### src/rtl/instr_fetch_unit.sv
// Program counter and instruction-fetch stage for the single-cycle RV32I core.
// Fetches the word at pc over a req/ready/rvalid handshake and holds it until the
// datapath acknowledges execution. It then advances to pc+4 or the branch target,
// or traps when the target is misaligned.
module instr_fetch_unit #(
   parameter logic [31:0] RESET_PC     = 32'h0000_0000,
   parameter logic [31:0] NOP_INSTR    = 32'h0000_0013,
   // reset value of the retired-instruction counter; left at zero in the core
   parameter logic [31:0] INSTRET_INIT = 32'h0000_0000
) (
   input  logic        clk,
   input  logic        rst_n,
   input  logic        pc_src,
   input  logic [31:0] imm_ext,
   input  logic        instr_ack,
   output logic        imem_req,
   output logic [31:0] imem_addr,
   input  logic        imem_ready,
   input  logic        imem_rvalid,
   input  logic [31:0] imem_rdata,
   output logic        instr_valid,
   output logic [31:0] instr,
   output logic [31:0] pc,
   output logic [31:0] pc_plus4,
   output logic        fetch_err,
   output logic [31:0] instret
);

   localparam int unsigned XLEN = 32;

   typedef enum logic [2:0] {
      S_IDLE = 3'd0,
      S_REQ  = 3'd1,
      S_WAIT = 3'd2,
      S_HOLD = 3'd3,
      S_ERR  = 3'd4
   } state_t;

   state_t            state_q, state_d;
   logic [XLEN-1:0]   pc_q, pc_d;
   logic [XLEN-1:0]   instr_q, instr_d;
   logic [XLEN-1:0]   instret_q, instret_d;
   logic              err_q, err_d;
   logic [XLEN-1:0]   next_pc;

   // State and datapath registers; reset abandons any in-flight fetch
   always_ff @(posedge clk or negedge rst_n) begin
      if (!rst_n) begin
         state_q   <= S_IDLE;
         pc_q      <= RESET_PC;
         instr_q   <= NOP_INSTR;
         instret_q <= INSTRET_INIT;
         err_q     <= 1'b0;
      end else begin
         state_q   <= state_d;
         pc_q      <= pc_d;
         instr_q   <= instr_d;
         instret_q <= instret_d;
         err_q     <= err_d;
      end
   end

   // Next-state logic: fetch handshake, hold, pc update and misalignment trap
   always_comb begin
      state_d   = state_q;
      pc_d      = pc_q;
      instr_d   = instr_q;
      instret_d = instret_q;
      err_d     = err_q;
      next_pc   = pc_src ? (pc_q + imm_ext) : (pc_q + XLEN'(4));

      case (state_q)
         S_IDLE: state_d = S_REQ;

         S_REQ: begin
            if (imem_ready) begin
               if (imem_rvalid) begin
                  instr_d = imem_rdata;
                  state_d = S_HOLD;
               end else begin
                  state_d = S_WAIT;
               end
            end
         end

         S_WAIT: begin
            if (imem_rvalid) begin
               instr_d = imem_rdata;
               state_d = S_HOLD;
            end
         end

         S_HOLD: begin
            if (instr_ack) begin
               instret_d = instret_q + XLEN'(1);
               instr_d   = NOP_INSTR;
               if (next_pc[1:0] != 2'b00) begin
                  err_d   = 1'b1;
                  state_d = S_ERR;
               end else begin
                  pc_d    = next_pc;
                  state_d = S_REQ;
               end
            end
         end

         S_ERR: state_d = S_ERR;

         default: state_d = S_IDLE;
      endcase
   end

   // Moore decodes of registered state
   assign imem_req    = (state_q == S_REQ);
   assign instr_valid = (state_q == S_HOLD);
   assign imem_addr   = pc_q;
   assign pc          = pc_q;
   assign instr       = instr_q;
   assign fetch_err   = err_q;
   assign instret     = instret_q;
   assign pc_plus4    = pc_q + XLEN'(4);

endmodule

### config.mk
export PLATFORM = sky130hd
export DESIGN_NAME = instr_fetch_unit
export DESIGN_NICKNAME = d
export VERILOG_FILES = /design/src/rtl/instr_fetch_unit.sv
export SDC_FILE = /design/constraint.sdc
export NUM_CORES = 1
export LEC_CHECK = 0
export ABC_AREA = 1
export BUFFER_PORTS_ARGS = -buffer_cell sky130_fd_sc_hd__buf_2
export CAP_MARGIN = 20
export CELL_PAD_IN_SITES_DETAIL_PLACEMENT = 0
export CELL_PAD_IN_SITES_GLOBAL_PLACEMENT = 1
export CORE_UTILIZATION = 37
export CTS_CLUSTER_SIZE = 20
export DETAILED_ROUTE_END_ITERATION = 16
export GPL_TIMING_DRIVEN = 1
export PLACE_DENSITY = 0.94
export SETUP_SLACK_MARGIN = 0.02
export SLEW_MARGIN = 5
export SYNTH_ARGS = -nofsm -noshare
export SYNTH_HDL_FRONTEND = slang
export SYNTH_SLANG_ARGS = --single-unit
### constraint.sdc
create_clock -name clk -period 3.3 [get_ports clk]
set_clock_uncertainty 0.2 [all_clocks]
set_input_delay 0.99 -clock clk [delete_from_list [all_inputs] [get_ports clk]]
set_output_delay 0.99 -clock clk [all_outputs]
set_load 0.02 [all_outputs]
==> run metrics, run 1 <==
outcome completed; post-synthesis net count 1,266; YS warnings 0; Achievable Freq about 0.31 GHz; clk root buf clkbuf_16; min-delay worst type reg2reg; Hold Crit Start fetch_err$_DFFE_PN0P_; Post-synth ARST share 1.00; CP dominant cell by count nand2_1; HPWL Detailed 19,700 um; met2 WL post-DR around 11,000 um; Initial Util 0.380; ratio of cells with drive above 1 in the final layout 0.246; Worst Hold Depth 2; # DRC 0; R2R Setup Slk 680 ps; Final GP Congestion between 0.9 and 1; Sum Neg Setup Slack 0 ps; min Tclk post-route approximately 3200 ps; clock-pin slew of the registers on the worst-case setup and hold paths 70 ps; Worst Path Arrival 2030 ps; Post-Route WL between 20,000 and 25,000 um; initial antenna violation count 0; crit-path cells ha_2 -> nand3_2 -> nor2_4 -> nand2_1 -> inv_2 -> nand2_1 -> xor2_2 -> inv_1 -> buf_2; final hold violation count 0; H-tree levels 3; RSZ-0062 raised after global routing yes; crit start category flip-flop; deepest clock path buffer count 2; CTS tree built; flops & latches, synth 100; Clk Latency, worst-skew pair 340 ps; die height around 150 um; Final Setup Violations 0; Unique masters post-synth 40; syn_area_per_cell around 6.7 sq um; gr usage total 0.226; slowest CP cell dfrtp_1; Place WS -45.8 ps; WS Path Type reg2out; Gate power share 0.651; DIE AREA 21,600 sq um; Final #Nets 1,498; max-slew violations 0; Seq/Total Area, Yosys 0.322; post-synth design cell area 7770 sq um; P_leak 5.53 nW; cell count after synthesis 1,162; CP top delay family simple AND/OR/NAND/NOR gates; first drt pass iteration count 5; Area Overhead vs Synth 24.5%; endpoint class of the critical path output pin; PD cells 921 nW/um^2; fin crit share 0.976; Die Width 147 um; Synth Flop Type dfrtp_1; Iteration-0 DRC Markers approximately 320; Routed Antenna Nets 0; worst path bufs/invs 3; I/O Pins 233; Critical R2R Launch imem_addr[2]$_DFFE_PN0P_; wire length of the first global-routing pass 38,600 um; PortBufs ~230; vias in the first global route 7,597; vias after detailed routing between 8,000 and 9,000; Remaining Overflow, GRT 0; TritonCTS buffer count 9; DR vias/cell 4.84; reg2reg end imem_addr[28]$_DFFE_PN0P_; Net Sw Power 4.77 mW; Setup WS post-layout 79.4 ps; max-cap viol count 0; sequential power share 0.234; Max stage delay on crit path 410 ps; Max VDD drop about 0.45 mV; Int Power 4.14 mW; WHS Endpoint fetch_err$_DFFE_PN0P_; Reg2Reg Depth 14; drt wl/cell 14.5 um; Slew @ Worst Pin 533 ps; antenna cells 0; post-route design area 9670 sq um; DR WL met3 1350 um; core area 20,400 sq um; largest net degree at the start of global routing 101; Power Total between 8 and 9 mW; uppermost layer routed met4; switching portion of total power 0.536; Worst slew margin 0.645; met1 wire length 10,900 um; Post-DP Area 9240 sq um; crit-path max FO 4; clock share of power 0.116; worst hold margin 259 ps; worst path required time 2110 ps; Rows 52; Post-synth EDFFs 0; Clock Sinks 100
[cells in the final DEF (no fill, tap or decap), drive strengths merged, types with 29 or more instances in the layout]
| cell | Yosys | final |
|---|---|---|
| xor2 | 39 | 39 |
| nor2 | 102 | 102 |
| ha | 33 | 33 |
| dfrtp | 97 | 97 |
| a21oi | 34 | 34 |
| nand3 | 107 | 107 |
| inv | 183 | 186 |
| o21ai | 62 | 62 |
| nor3 | 29 | 29 |
| buf | 43 | 277 |
| nand2 | 342 | 342 |
[how the worst max path moves through the flow]
stage | startpoint | endpoint | slack (ps) | cells after the start
floorplan | imem_addr[2]$_DFFE_PN0P_ | pc_plus4[18] | 290 | 7
finish | imem_addr[2]$_DFFE_PN0P_ | pc_plus4[16] | 80 | 9
detailed placement | imm_ext[0] | imem_addr[13]$_DFFE_PN0P_ | -50 | 11
global route | imem_addr[2]$_DFFE_PN0P_ | pc_plus4[16] | -60 | 9
global placement | imm_ext[0] | imem_addr[13]$_DFFE_PN0P_ | 50 | 11
CTS | imem_addr[3]$_DFFE_PN0P_ | pc_plus4[18] | 30 | 8
[synthesized netlist by cell type (2+ instances only)]
library cell | number | area (sq um)
a21oi_1 | 34 | 170
nor2_2 | 2 | 12.5
clkbuf_1 | 13 | 48.8
nand3_1 | 106 | 531
nor3_2 | 2 | 20.0
nand3b_1 | 8 | 60.1
xnor2_1 | 17 | 149
nand2_1 | 339 | 1270
dfrtp_1 | 97 | 2430
nor2_1 | 97 | 364
o211ai_1 | 5 | 37.5
and2_1 | 3 | 18.8
o21ai_0 | 42 | 210
nor4_1 | 2 | 12.5
nor3_1 | 26 | 130
nand2_2 | 3 | 18.8
dfstp_2 | 3 | 78.8
a21o_1 | 2 | 15.0
ha_1 | 33 | 413
o21ai_1 | 20 | 100
buf_2 | 6 | 30.0
or2_2 | 3 | 18.8
inv_2 | 5 | 18.8
o22ai_1 | 5 | 31.3
inv_1 | 178 | 668
nor2_4 | 3 | 33.8
buf_4 | 37 | 278
nand4_1 | 16 | 100
o21bai_1 | 6 | 45.0
xor2_1 | 39 | 342
[power groups by stage]
stage,Combinational [mW],Clock (mW),Sequential (mW)
CTS,5.72,1.05,2.08
floorplan,3.44,0,2.57
finish,5.79,1.03,2.08
global route,6.40,1.10,2.14
detailed placement,5.66,0,2.09
global placement,5.63,0,2.08
[kinds of logic (layout without fill, tap and decap cells)]
logic type                 Yosys count  count (layout)  share of synthesized area
and+or+nand+nor                    616             616                      0.343
buffers and inverters              239             476                      0.134
AOI/OAI and AO/OA                  116             116                     0.0802
DFF                                100             100                      0.322
xor gates and xnor gates            56              56                     0.0631
adders and majority gates           34              34                     0.0557
muxes                                1               1                    0.00145
[sequential cells by signal, summed over array words and instances, names as in the netlist]
register   count
fetch_err      1
instret       32
instr         32
state_q        3
imem_addr     32
[worst register-to-register path, delay by kind of cell (launching register included)]
kind            cells  cell delay [ps]
fa+ha+maj           1              290
buf+inv             2              290
flops               1              430
simple gates       10             1030
compound gates      1              270
[final cells by class]
class	instances	area, sq um
clock buffers	9	225
flip-flops and latches	100	2520
fillers	2108	10800
inverters	183	687
repair buffers	277	1550
multi-input cells	823	4300
clock inverters	7	60.1
well taps	270	338
[metrics by stage]
step / cells / utilization
after CTS: 1662 / 0.469
after global routing: 1669 / 0.473
after global placement: 1645 / 0.452
after detailed placement: 1645 / 0.452
final: 1669 / 0.473
after floorplan: 1162 / -
[repair_timing]
action,in CTS,in global routing
buffers inserted,1,7
hold endpoints to repair,0,0
gates resized for setup,13,15
hold buffers,0,0
pin swaps,1,3
endpoints found under the setup margin,11,17
[metal layers]
metal | global-route usage | up-vias
met3 | 0.0211 | 35
met5 | 0 | -
met2 | 0.387 | 295
li1 | - | 4110
met1 | 0.298 | 3634
met4 | 0.0768 | 0
Power figures use the tool's default switching activity.
==> run 2: changes to the inputs <==
--- a/config.mk
+++ b/config.mk
@@ -15,6 +15,7 @@
 export DETAILED_ROUTE_END_ITERATION = 16
 export GPL_TIMING_DRIVEN = 1
 export PLACE_DENSITY = 0.94
+export RECOVER_POWER = 50
 export SETUP_SLACK_MARGIN = 0.02
 export SLEW_MARGIN = 5
 export SYNTH_ARGS = -nofsm -noshare
==> run 2 against run 1 <==
Effect of this change: total power is 0.63% lower; worst hold slack better by 4.5 ps; maximum frequency rose by 0.16%; combinational power down 1%; final area is 1.4% lower; largest power group unchanged; register-to-register slack worse by 150 ps; worst setup slack improved by 5.0 ps; first-iteration DRC count rose by 1.9%; sequential power hardly changed; clock power hardly changed; non-clock buffer count unchanged; flip-flop and latch count stayed put.
==> run metrics, run 2 (synthesis results as in run 1) <==
CTS tree built; clock-pin slew of the registers on the worst-case setup and hold paths 70 ps (about the same); most frequent cells in the layout 341 x nand2_1, 176 x inv_1, 173 x buf_2; WS Path Type reg2out; I/O Pins 233 (unchanged); Achievable Freq 0.311 GHz (+0.16%); worst hold margin 264 ps (+4.49 ps); Area Overhead vs Synth 22.7%; crit-path max FO 5 (+1); Max stage delay on crit path 410 ps (about the same); die height 147 um (unchanged); crit start category flip-flop; Final #Nets 1,498 (unchanged); H-tree levels 3 (unchanged); TritonCTS buffer count 9 (unchanged); Remaining Overflow, GRT 0 (unchanged); Hold Crit Start fetch_err$_DFFE_PN0P_; P_leak 5.30 nW (-4.1%); ratio of cells with drive above 1 in the final layout 0.198 (-0.0479); PortBufs 232 (unchanged); Power Total 8.85 mW (-0.63%); deepest clock path buffer count 2 (unchanged); min-delay worst type reg2reg; crit-path cells ha_2 -> nand3_2 -> nor2_4 -> nand4_1 -> nand2_1 -> inv_1 -> nor2_2 -> buf_2; Worst slew margin 0.0916 (-0.553); Die Width 147 um (unchanged); HPWL Detailed 19,700 um (unchanged); Max VDD drop 0.450 mV (about the same); endpoint class of the critical path output pin; fin crit share 0.974 (-0.00152); outcome completed; Slew @ Worst Pin 1360 ps (+830 ps); vias after detailed routing 8,034 (-0.50%); Routed Antenna Nets 0 (unchanged); antenna cells 0 (unchanged); # DRC 0 (unchanged); Critical R2R Launch state_q[2]$_DFFE_PN0P_; largest net degree at the start of global routing 101 (unchanged); Final Setup Violations 0 (unchanged); commonest non-fill, non-tap cell in the layout nand2_1; Worst Path Arrival 2030 ps (about the same); worst path bufs/invs 2 (-1); min Tclk post-route 3220 ps (-5.03 ps); Final GP Congestion 0.908 (unchanged); slowest CP cell dfrtp_1; vias in the first global route 7,597 (unchanged); first drt pass iteration count 4 (-1); Post-Route WL 24,400 um (+0.70%); Clk Latency, worst-skew pair 350 ps (about the same); beginning of the critical path imem_addr[2]$_DFFE_PN0P_; final hold violation count 0 (unchanged); max-cap viol count 0 (unchanged); Clock Sinks 100 (unchanged); PD cells 928 nW/um^2 (+0.77%); initial antenna violation count 0 (unchanged); core area 20,400 sq um (unchanged); Iteration-0 DRC Markers 329 (+1.9%); RSZ-0062 raised after global routing yes; Initial Util 0.380 (unchanged); gr usage total 0.226 (unchanged); wire length of the first global-routing pass 38,600 um (unchanged); Rows 52 (unchanged); max-slew violations 0 (unchanged); worst path required time 2110 ps (about the same); clk root buf clkbuf_16; DIE AREA 21,600 sq um (unchanged); DR vias/cell 4.81 (-0.50%); drt wl/cell 14.6 um (+0.70%); CP top delay family simple AND/OR/NAND/NOR gates
run 2: stage by stage:
| stage | setup WS (ps) | cell area, sq um | setup TNS (ps) | cells | util |
|---|---|---|---|---|---|
| after floorplan | 291 | 7770 | 0 | 1162 | - |
| after global placement | 55.0 | 9240 | 0 | 1645 | 0.452 |
| after detailed placement | -45.8 | 9240 | -146 | 1645 | 0.452 |
| after CTS | 32.4 | 9570 | 0 | 1662 | 0.469 |
| after global routing | -58.6 | 9540 | -104 | 1669 | 0.467 |
| final | 84.4 | 9540 | 0 | 1669 | 0.467 |
run 2: metal layers:
metal / GRT usage / wire (um)
met1: 0.298 / 11000
met5: 0 / 0
met3: 0.0211 / 1370
met4: 0.0768 / 598
met2: 0.387 / 11500
run 2: worst register-to-register path, cell delays in order (launching register included):
cell	delay [ps]
dfrtp_1	440
inv_2	110
nand3_2	90
nor2_1	400
nand2_1	140
nor2_1	330
inv_2	50
nor3_1	480
nand4_1	220
xor2_1	170
inv_1	50
run 2: final cells by class:
type | count | area, sq um
Sequential cell | 100 | 2520
Clock inverter | 7 | 60.1
Timing Repair Buffer | 277 | 1470
Multi-Input combinational cell | 823 | 4250
Fill cell | 2148 | 10900
Clock buffer | 9 | 225
Tap cell | 270 | 338
Inverter | 183 | 687
run 2: path summary, 6_finish.rpt:
kind	to	slack (ps)	depth (start not counted)
max in group asynchronous	imem_addr[15]$_DFFE_PN0P_	1080	2
setup reg to reg	instret[21]$_DFFE_PN0P_	530	10
setup / recovery	pc_plus4[18]	80	8
min in group asynchronous	instret[24]$_DFFE_PN0P_	880	2
hold reg to reg	fetch_err$_DFFE_PN0P_	260	2
hold / removal	fetch_err$_DFFE_PN0P_	260	2
run 2: timing repair:
action                     in CTS  in global routing
setup endpoints to repair      11                 17
hold buffers                    0                  0
buffers inserted                1                  7
pin swaps                       1                  3
hold endpoints to repair        0                  0
resized for setup              13                 15
run 2: report_power, final:
part	leakage [nW]	total, mW	internal, mW	switching (mW)
clock network	0.136	1.03	0.525	0.505
logic	3.91	5.73	1.89	3.85
registers	1.25	2.09	1.66	0.424
total	5.30	8.85	4.08	4.77
